[config.mk]
export PLATFORM = sky130hd
export DESIGN_NAME = unified_mem_arbiter
export DESIGN_NICKNAME = d
export VERILOG_FILES = /design/src/rtl/mem_arb_pkg.sv /design/src/rtl/arb_resp_reg.sv /design/src/rtl/unified_mem_arbiter.sv
export SDC_FILE = /design/constraint.sdc
export NUM_CORES = 1
export LEC_CHECK = 0
export ABC_AREA = 1
export CAP_MARGIN = 20
export CORE_MARGIN = 3
export CORE_UTILIZATION = 63
export CTS_CLUSTER_SIZE = 24
export DETAILED_ROUTE_END_ITERATION = 12
export DONT_BUFFER_PORTS = 1
export PLACE_DENSITY = 0.79
export SYNTH_ARGS = -nofsm -noshare
export SYNTH_HDL_FRONTEND = slang
export SYNTH_SLANG_ARGS = --single-unit
[constraint.sdc]
create_clock -name clk -period 1.8 [get_ports clk]
set_clock_uncertainty 0.15 [all_clocks]
set_input_delay 0.36 -clock clk [delete_from_list [all_inputs] [get_ports clk]]
set_output_delay 0.36 -clock clk [all_outputs]
set_load 0.02 [all_outputs]
[src/rtl/mem_arb_pkg.sv]
// rtl/mem_arb_pkg.sv - shared widths and grant encoding for the unified memory arbiter
package mem_arb_pkg;

  localparam int WORD_W   = 32;
  localparam int STREAK_W = 4;

  typedef enum logic [1:0] {
    GNT_NONE = 2'd0,
    GNT_IF   = 2'd1,
    GNT_DM   = 2'd2
  } arb_grant_t;

endpackage

[src/rtl/arb_resp_reg.sv]
// rtl/arb_resp_reg.sv - one-cycle valid pulse with held data/err response register
module arb_resp_reg
  import mem_arb_pkg::*;
(
  input  logic              clk,
  input  logic              rst,
  input  logic              load,
  input  logic              err_in,
  input  logic [WORD_W-1:0] data_in,
  output logic              valid,
  output logic              err,
  output logic [WORD_W-1:0] data
);

  // data and err hold until the next grant; valid pulses for the grant cycle only
  always_ff @(posedge clk) begin
    if (rst) begin
      valid <= 1'b0;
      err   <= 1'b0;
      data  <= '0;
    end else begin
      valid <= load;
      if (load) begin
        err  <= err_in;
        data <= data_in;
      end
    end
  end

endmodule

[src/rtl/unified_mem_arbiter.sv]
// rtl/unified_mem_arbiter.sv - single-port arbiter for shared fetch/load-store memory
module unified_mem_arbiter
  import mem_arb_pkg::*;
#(
  parameter int ADDR_W       = 8,
  parameter int STARVE_LIMIT = 2
) (
  input  logic              clk,
  input  logic              rst,
  input  logic              if_req,
  input  logic [ADDR_W-1:0] if_addr,
  output logic              if_gnt,
  output logic              if_valid,
  output logic [WORD_W-1:0] if_rdata,
  input  logic              dm_req,
  input  logic              dm_we,
  input  logic [ADDR_W-1:0] dm_addr,
  input  logic [WORD_W-1:0] dm_wdata,
  output logic              dm_gnt,
  output logic              dm_valid,
  output logic              dm_err,
  output logic [WORD_W-1:0] dm_rdata,
  output logic [ADDR_W-3:0] mem_addr,
  output logic              mem_we,
  output logic [WORD_W-1:0] mem_wdata,
  input  logic [WORD_W-1:0] mem_rdata,
  output logic              stall_if
);

  localparam logic [STREAK_W-1:0] LIMIT = STREAK_W'(STARVE_LIMIT);

  logic [STREAK_W-1:0] streak;
  arb_grant_t          gnt;
  logic                dm_misaligned;
  logic [WORD_W-1:0]   dm_resp_data;
  logic                if_err_unused;
  logic [1:0]          if_offset_unused;

  assign dm_misaligned    = |dm_addr[1:0];
  assign if_offset_unused = if_addr[1:0];

  // data wins contention until fetch has lost LIMIT times in a row
  always_comb begin
    gnt = GNT_NONE;
    if (dm_req && if_req) begin
      gnt = (streak == LIMIT) ? GNT_IF : GNT_DM;
    end else if (dm_req) begin
      gnt = GNT_DM;
    end else if (if_req) begin
      gnt = GNT_IF;
    end
  end

  assign if_gnt   = (gnt == GNT_IF);
  assign dm_gnt   = (gnt == GNT_DM);
  assign stall_if = if_req & ~if_gnt;

  always_comb begin
    mem_addr  = '0;
    mem_we    = 1'b0;
    mem_wdata = '0;
    case (gnt)
      GNT_IF: mem_addr = if_addr[ADDR_W-1:2];
      GNT_DM: begin
        mem_addr  = dm_addr[ADDR_W-1:2];
        mem_we    = dm_we & ~dm_misaligned;
        mem_wdata = dm_wdata;
      end
      default: ;
    endcase
  end

  always_ff @(posedge clk) begin
    if (rst) begin
      streak <= '0;
    end else if (if_gnt || !if_req) begin
      streak <= '0;
    end else if (dm_gnt && streak != LIMIT) begin
      streak <= streak + 1'b1;
    end
  end

  // stores and rejected accesses return zero rather than stale array data
  assign dm_resp_data = (dm_we || dm_misaligned) ? '0 : mem_rdata;

  arb_resp_reg u_if_resp (
    .clk     (clk),
    .rst     (rst),
    .load    (if_gnt),
    .err_in  (1'b0),
    .data_in (mem_rdata),
    .valid   (if_valid),
    .err     (if_err_unused),
    .data    (if_rdata)
  );

  arb_resp_reg u_dm_resp (
    .clk     (clk),
    .rst     (rst),
    .load    (dm_gnt),
    .err_in  (dm_misaligned),
    .data_in (dm_resp_data),
    .valid   (dm_valid),
    .err     (dm_err),
    .data    (dm_rdata)
  );

endmodule

Yosys cells after proc, flatten, opt, wreduce, memory -nomap -nowiden
Index checks and enable logic that the tools add are counted.
Storage, ports and cells
  register bits: 71
  bits of input ports: 85
  output and inout bits: 109
  word-level logic and storage cells: 30
Cells by class
  add/subtract/negate cells: 1
  equality and inequality tests: 4
  muxes and demuxes: 8
  bitwise logic cells: 4
  reductions and logical operators: 7
Operators by type and width (number)
  $mux 32: 2
  $pmux 6 s2: 1
  $mux 2: 3
  $add 4x1->4 const B: 1
  $eq 4x2->1 const B: 1
  $ne 4x2->1 const B: 1
  $reduce_or 2->1: 2
  $and 1x1->1: 2
  $eq 2x1->1 const B: 1
  $eq 2x2->1 const B: 1
  $logic_and 1x1->1: 2
  $logic_or 1x1->1: 2
  $mux 1: 2
  $not 1->1: 2
  $logic_not 1->1: 1

Depth between registers and ports, before layout
  depth after elaboration: 6
  mapped depth: 9
  mapped depth without buffers: 8

Cells and area by module
Synthesis repeated with hierarchy kept, for this count alone.
Second synthesis, totals
  cell total of the unflattened synthesis: 616
  area total of the unflattened synthesis: 3779.9 um^2
By module, submodules not included
  arb_resp_reg: times used 2, cells an instance 212, area each 1371.3 um^2, sequential area each 680.7 um^2
  unified_mem_arbiter: times used 1, cells an instance 192, area each 1037.2 um^2, sequential area each 80.1 um^2

Worst setup path before layout
Ideal clock, no wire load.
  path kind: register -> output
  start: reg streak[0]
  end: out mem_wdata[10]
  arrival: 1360 ps
  required time: 1290 ps
  setup slack: -70 ps
  cell stages (with the launch flop): 9
  buffers on the path: 1
  cell sequence: dfxtp_1 inv_1 ha_1 nand2_1 nand2_2 nand2_2 inv_2 buf_2 nor2_1
On the way
  word-level cells in the longest chain between the ends: 5
Ends and longest elaborated chain
  from (decl): RTL line unified_mem_arbiter.sv:32  | logic [STREAK_W-1:0] streak;
  from (signal assigned): RTL line unified_mem_arbiter.sv:79  | streak <= streak + 1'b1;
  $eq 4x2->1: RTL line unified_mem_arbiter.sv:46  | gnt = (streak == LIMIT) ? GNT_IF : GNT_DM;
  $mux 2: RTL line unified_mem_arbiter.sv:46
  $mux 2: RTL line unified_mem_arbiter.sv:45  | if (dm_req && if_req) begin
  $eq 2x2->1: RTL line unified_mem_arbiter.sv:62  | case (gnt)
  $mux 32: RTL line unified_mem_arbiter.sv:62
  to (decl): RTL line unified_mem_arbiter.sv:25  | output logic [WORD_W-1:0] mem_wdata,
Every way passes these cells.

Worst setup path in the final report
  start: reg streak[0]
  end: out mem_wdata[17]
Same word-level chain as after synthesis.

==> impl_metrics.toml <==
[placed_design]
gp_congestion = 0.770
pre_cts_ws_ns = -0.0991
dp.final_hpwl_um = 6090
place_area_mm2 = 0.00371
port_buffers = 0

[logic_synthesis]
synth.distinct_cells = 18
yosysSeqAreaShare_pct = 41.1
post_synth.cell_area_avg_um2 = 6.61
synthAdderAreaFrac_pct = 0.724
synth_top_family_by_area = "simple AND/OR/NAND/NOR gates"
muxShareOfSynthArea_pct = 0
synthCells = 523
synth_warnings = 0
yosys.area_share.simple_pct = 37.7
synth-xor-area-share_pct = 0.253
syn_nets = 610
netlist_area_mm2 = 0.00346
synth_compound_area_share_pct = 5.36
ys_ff_latch = 71

[clock_tree]
h-tree-depth = 3
clkTransAtPathRegs_ns = 0.08
cts_buffer_depth = 2
cts_root_buffer = "clkbuf_8"
clock_latency_ns = 0.34
cts.sinks = 71
cts_made_buffers = 9
cts_tree = "done"

[detailed_routing]
drc = 0
num_vias = 3636
routed_via_density = 5.86
wl_um = 11100
detail-route-antenna-nets = 0
drtIter0Drc = 241
drt-pass1-iter-count = 5
wire_per_inst_um = 18.0

[floorplan]
rows = 26
start_util_pct = 66.4
io-pin-count = 194
die_area_mm2 = 0.00641
die_w_um = 80.1
fp.dieH_um = 80.1
core_mm2 = 0.00520

[sta]
hold_violations = 0
maxSlewViolCount = 0
worst_pin_slew_ns = 0.698
finalSetupViolations = 55
period_share_pct = 115
rsz0062_at_grt = "true"
slew_headroom_pct = 53.4
period_needed_ns = 2.07
worst_slack_ns = -0.271
fmax_ghz = 0.483

[setup_path]
worstPathMaxFanout = 17
startpoint = "streak[0]"
end_kind = "output pin"
worstReg2RegStart = "streak[0]"
worstPathArrival_ns = 1.56
critPathRequiredTime_ns = 1.29
critPathKind = "reg -> out"
startpoint_type = "register"

[power]
ir_drop_mv = 0.646
finalPower_mw = 3.92
leakage_nw = 2.20
powerDensity_mw_per_mm2 = 889

[layout]
syn2layout_area_growth_pct = 27.6
final_cell_mix = "nor2_1, nand2_1, dfxtp_1, inv_1, nand3_1"
finish.net_count = 632
final_common_cell = "nor2_1"
design_area_mm2 = 0.00441
drive_gt1_share_pct = 23.5
nFillCells = 316
diodes = 0
fin_util_pct = 84.7

[global_route]
antenna_found_initial = 0
grt.total_usage_pct = 32.0
grt_overflow_total = 0
grt_pass1_vias = 3323
grt_first_pass_wirelength_um = 16000
grt_max_degree = 72

[status]
status = "finished, violations left"
failed_checks = "negative setup slack"

[min_path]
hp-class = "in -> reg"
worstHoldStart = "if_req"

[flow_run]
max_cap_viol_count = 0
final cells by class:
cell class | count | area [µm²] | share of cell area, %
timing repair buffer | 51 | 528 | 12.0
sequential | 71 | 1430 | 32.3
multi-input combinational | 339 | 1830 | 41.6
clock buffer | 10 | 128 | 2.89
tap | 70 | 87.6 | 1.99
inverter | 72 | 294 | 6.67
clock inverter | 6 | 92.6 | 2.10
timing repair inverter | 1 | 20.0 | 0.454
kinds of logic (layout without fill, tap and decap cells):
group | Yosys count | in the layout
xor+xnor | 1 | 1
fa+ha+maj | 2 | 2
simple gates | 300 | 300
flops | 71 | 71
buf+inv | 113 | 140
compound gates | 36 | 36
critical path, stage by stage, from the launching register on:
cell,delay (ns)
dfxtp_2,0.34
inv_2,0.04
ha_4,0.16
nand2_4,0.07
nand2_4,0.08
nand2_8,0.14
inv_16,0.09
nor2_2,0.15
buf_6,0.14
final timing paths:
path | endpoint | cells after the start | slack (ns)
max | mem_wdata[17] | 8 | -0.27
min | u_if_resp.data[29] | 2 | 0.03
max reg2reg | u_if_resp.data[11] | 8 | -0.14
min reg2reg | streak[0] | 2 | 0.40
sequential cells by signal (all words and copies together), names as in the netlist:
register / count
u_dm_resp.data: 32
u_if_resp.valid: 1
u_dm_resp.err: 1
u_if_resp.data: 32
u_dm_resp.valid: 1
streak: 4
power by group:
| part | internal [mW] | switching (mW) |
|---|---|---|
| sequential | 1.64 | 0.135 |
| combinational | 0.264 | 0.465 |
| clock | 0.790 | 0.626 |
cell usage after synthesis:
cell type	n	area, µm²
inv_2	4	15.0
buf_4	4	30.0
inv_1	68	255
nand3_1	66	330
clkbuf_1	9	33.8
nand4_1	34	213
buf_6	8	90.1
a21boi_0	2	15.0
dfxtp_1	71	1420
xor2_1	1	8.76
nor2_1	104	390
buf_1	10	37.5
a21oi_1	34	170
buf_2	10	50.1
nand2_2	3	18.8
nand2_1	92	345
nor2_2	1	6.26
ha_1	2	25.0
stage by stage:
stage / setup TNS [ns] / hold WS (ns) / cells
after floorplan: -2.33 / 0.282 / 523
after global placement: -1.16 / 0.284 / 602
after detailed placement: -2.76 / 0.285 / 602
after CTS: -7.55 / 0.00875 / 620
after global routing: -14.84 / 0.0232 / 620
final: -9.17 / 0.0260 / 620
per-layer routing:
metal | track usage (%) | part of all wire, %
met4 | 16.0 | 3.3
met5 | 0 | 0
met3 | 10.3 | 10
met2 | 53.7 | 51
met1 | 36.4 | 36
repair_timing:
action	in CTS	in global routing
setup buffers	0	0
hold buffers	1	0
pin swaps	11	2
resized for setup	92	39
endpoints found under the setup margin	43	100
hold endpoints to repair	2	0
cloned	1	0
No activity file was read; power rests on OpenSTA's default activity.
